==> src/rtl/rng_dice.sv <==
// Rejection-samples a 4-bit random stream into die faces 1..6 and presents each
// result on a valid/ack handshake. It also counts rejected samples, saturating at 255.
module rng_dice #(
   parameter int MAX_TRIES = 8
) (
   input  logic       clk,
   input  logic       rst,
   input  logic [3:0] rnd,
   input  logic       roll,
   output logic [2:0] die,
   output logic       die_valid,
   input  logic       die_ack,
   output logic       err,
   output logic       busy,
   output logic [7:0] rej_cnt,
   output logic [1:0] dbg_state_o
);

   // Handshake: die/err are valid whenever die_valid=1 and stay stable until
   // die_ack is sampled high in HOLD; an ack is ignored while die_valid=0.
   localparam int TW = $clog2(MAX_TRIES + 1);

   localparam logic [1:0] S_IDLE = 2'd0;
   localparam logic [1:0] S_DRAW = 2'd1;
   localparam logic [1:0] S_HOLD = 2'd2;

   localparam logic [TW-1:0] LAST_TRY = TW'(MAX_TRIES - 1);

   logic [1:0]    state_q, state_d;
   logic [TW-1:0] tries_q, tries_d;
   logic [2:0]    die_q, die_d;
   logic          valid_q, valid_d;
   logic          err_q, err_d;
   logic [7:0]    rej_q, rej_d;
   logic [3:0]    rnd_hi;

   // Samples 6..11 fold onto faces 1..6, so every face owns exactly two codes.
   assign rnd_hi = rnd - 4'd5;

   always_comb begin
      state_d = state_q;
      tries_d = tries_q;
      die_d   = die_q;
      valid_d = valid_q;
      err_d   = err_q;
      rej_d   = rej_q;
      case (state_q)
         S_IDLE: begin
            if (roll) begin
               state_d = S_DRAW;
               tries_d = '0;
            end
         end
         S_DRAW: begin
            if (rnd <= 4'd11) begin
               die_d   = (rnd <= 4'd5) ? (rnd[2:0] + 3'd1) : rnd_hi[2:0];
               err_d   = 1'b0;
               valid_d = 1'b1;
               state_d = S_HOLD;
            end else begin
               if (rej_q != 8'hFF) begin
                  rej_d = rej_q + 8'd1;
               end
               if (tries_q == LAST_TRY) begin
                  die_d   = 3'd0;
                  err_d   = 1'b1;
                  valid_d = 1'b1;
                  state_d = S_HOLD;
               end else begin
                  tries_d = tries_q + 1'b1;
               end
            end
         end
         S_HOLD: begin
            if (die_ack) begin
               valid_d = 1'b0;
               err_d   = 1'b0;
               state_d = S_IDLE;
            end
         end
         default: state_d = S_IDLE;
      endcase
   end

   always_ff @(posedge clk) begin
      if (rst) begin
         state_q <= S_IDLE;
         tries_q <= '0;
         die_q   <= 3'd0;
         valid_q <= 1'b0;
         err_q   <= 1'b0;
         rej_q   <= 8'd0;
      end else begin
         state_q <= state_d;
         tries_q <= tries_d;
         die_q   <= die_d;
         valid_q <= valid_d;
         err_q   <= err_d;
         rej_q   <= rej_d;
      end
   end

   assign die         = die_q;
   assign die_valid   = valid_q;
   assign err         = err_q;
   assign rej_cnt     = rej_q;
   assign busy        = (state_q == S_DRAW) || (state_q == S_HOLD);
   assign dbg_state_o = state_q;

endmodule
==> config.mk <==
export PLATFORM = sky130hd
export DESIGN_NAME = rng_dice
export DESIGN_NICKNAME = d
export VERILOG_FILES = /design/src/rtl/rng_dice.sv
export SDC_FILE = /design/constraint.sdc
export NUM_CORES = 1
export LEC_CHECK = 0
export BUFFER_PORTS_ARGS = -buffer_cell sky130_fd_sc_hd__buf_2
export CAP_MARGIN = 10
export CORE_ASPECT_RATIO = 1.1
export CORE_UTILIZATION = 51
export DETAILED_ROUTE_END_ITERATION = 16
export PLACE_DENSITY = 0.77
export SYNTH_ARGS = -nofsm -noshare
export SYNTH_HDL_FRONTEND = slang
export SYNTH_SLANG_ARGS = --single-unit
==> constraint.sdc <==
create_clock -name clk -period 2.1 [get_ports clk]
set_input_delay 0.21 -clock clk [delete_from_list [all_inputs] [get_ports clk]]
set_output_delay 0.21 -clock clk [all_outputs]
set_load 0.05 [all_outputs]
==> flow_summary.json <==
{
  "status": "finished, final reports clean",
  "cts_sinks": 19,
  "skew_ps": 0.518,
  "crit_type": "flip-flop to flip-flop",
  "start_util": 0.551,
  "leakagePower_nw": 0.520,
  "num_rows": 16,
  "cp.arrival_ps": 1980,
  "gr-total-overflow": 0,
  "cp_max_fo": 10,
  "holdWs_ps": 248,
  "fill_cells": 171,
  "antenna_found_initial": 0,
  "path_clk_slew_ps": 100,
  "ys.flop_type": "dfxtp_1",
  "ys_types": 36,
  "ys_ff_latch": 19,
  "worst_hold_startpoint": "roll",
  "regToRegStartpoint": "dbg_state_o[1]",
  "cp-start-kind": "flip-flop",
  "grt_usage": 0.211,
  "drt_iter0_markers": 21,
  "syn_area_um2": 1000,
  "routed_wl_um": 1990,
  "numPortBuffers": 23,
  "clk_latency_ps": 290,
  "via_per_inst": 5.35,
  "tightest_slew_ps": 412,
  "crit_start": "dbg_state_o[1]",
  "maxSlewHeadroom": 0.723,
  "p_comb_frac": 0.253,
  "rsz0062_at_grt": "no",
  "die_x_um": 44.3,
  "timing.final.crit_share": 0.856,
  "final_common_cell": "buf_2",
  "endpoint_kind": "flip-flop",
  "grt_max_degree": 22,
  "drc": 0,
  "synth_top_cell_by_area": "dfxtp_1",
  "finalSetupViolCount": 0,
  "numCtsBuffers": 3,
  "cts_max_path_buffers": 2,
  "dp_hpwl_um": 1510,
  "hold_class": "primary input to flip-flop",
  "antenna_cells": 0,
  "tns_ps": 0,
  "fp.coreArea_um2": 1820,
  "intPower_w": 0.000510,
  "postSynth.asyncResetShare": 0,
  "fin_util": 0.649,
  "cts_resized": 0,
  "final-max-slew-violation-count": 0,
  "first_pass_iters": 4,
  "p_per_area_nw_per_um2": 641,
  "fmax_mhz": 557,
  "p_seq_frac": 0.506,
  "syn-num-nets": 128,
  "antenna_left": 0,
  "yosysWarnings": 0,
  "synthCells": 114,
  "peakVddDrop_uv": 471,
  "routabilityCongestion": 0.807,
  "hold_violations": 0,
  "wl_per_cell_um": 11.9,
  "drive_gt1_frac": 0.257,
  "die_h_um": 48.5,
  "ys_seq_area_frac": 0.379,
  "final_nets": 155,
  "synthTopCellsByArea": "dfxtp_1 (38%), nor2_1 (7.1%), ha_1 (6.2%)",
  "cap_viol_max_count": 0,
  "grt_pass1_vias": 811,
  "yosysTopAreaCellShare": 0.379,
  "cts_tree": "done",
  "syn2layout_area_growth_pct": 17.8,
  "min_period_ps": 1800,
  "final_cell_mix": "buf_2 (23), nor2_1 (19), dfxtp_1 (18)",
  "switching_share": 0.328,
  "dp.cells": 163,
  "net-switching-power_w": 0.000248,
  "ctsHoldBuffers": 0,
  "synth-edff-count": 0,
  "grt_pass1_wl_um": 3530,
  "post_cts_buffers": 0,
  "root_buffer": "clkbuf_4",
  "vias": 894,
  "io_pins": 24,
  "syn_area_per_cell_um2": 8.80,
  "final-instance-count-excl-fill": 167,
  "dieArea_um2": 2150,
  "p_clk_frac": 0.241,
  "cp.required_ps": 2280,
  "h-tree-depth": 1
}
==> cells in the mapped netlist, types with 2 or more instances <==
cell	n
nor2b_1	5
nor2_1	19
nor3_1	2
o211ai_1	2
mux2_2	3
a211oi_1	4
mux2i_1	4
a22oi_1	2
inv_1	3
a21oi_1	7
dfxtp_1	19
xor2_1	5
or3_1	2
nand2_1	6
nand3_1	4
clkbuf_1	2
ha_1	5
o21ai_0	2
==> final timing paths <==
kind | end | slack, ps | cells past startpoint
min reg2reg | err | 490 | 2
max reg2reg | tries_q[1] | 300 | 7
min | dbg_state_o[0] | 250 | 3
max | tries_q[1] | 300 | 7
==> layer usage <==
layer | vias to the layer above | track usage | part of all wire
li1 | 456 | - | -
met1 | 405 | 0.299 | 0.49
met2 | 28 | 0.328 | 0.45
met3 | 5 | 0.0336 | 0.044
met4 | 0 | 0.0606 | 0.014
met5 | - | 0 | 0
==> worst max-delay path, cell delays in order, from the launching register on <==
cell and delay [ps]:
dfxtp_1 390, inv_1 80, ha_1 220, buf_4 180, and4b_1 180, a211oi_1 350
mux2i_1 240, nor2_1 50
==> power by group through the flow <==
stage	Clock (W)	Combinational (W)	Sequential, W
after global placement	0	0.000189	0.000391
after detailed placement	0	0.000192	0.000392
after floorplan	0	0.000101	0.000436
after global routing	0.000205	0.000209	0.000385
after CTS	0.000188	0.000193	0.000384
final	0.000182	0.000192	0.000384
==> registers in the layout (all words and copies together), names as in the netlist <==
register / count
dbg_state_o: 2
die: 3
die_valid: 1
err: 1
rej_cnt: 8
tries_q: 4
==> stage by stage <==
step           total power [W]  setup WS [ps]  area, µm²
2_1_floorplan         0.000536           63.3       1000
3_3_place_gp          0.000580            381       1160
3_5_place_dp          0.000584            298       1160
4_1_cts               0.000765            290       1180
5_1_grt               0.000799           79.8       1180
6_report              0.000758            303       1180
==> cell families after synthesis <==
logic type,count (synthesis),share of synthesized area
buffers and inverters,6,0.0237
DFF,19,0.379
xor gates and xnor gates,5,0.0436
and+or+nand+nor,50,0.261
muxes,7,0.0736
adders and majority gates,6,0.0823
AOI/OAI and AO/OA,21,0.137
==> layout make-up <==
type                    count  area, µm²  area share
well taps                  27       33.8      0.0286
inverters                   3       11.3     0.00952
repair buffers             25        130       0.110
flip-flops and latches     19        382       0.323
clock buffers               4       26.3      0.0222
multi-input cells          89        599       0.507
Note: power is estimated with default switching activity, not from simulation.
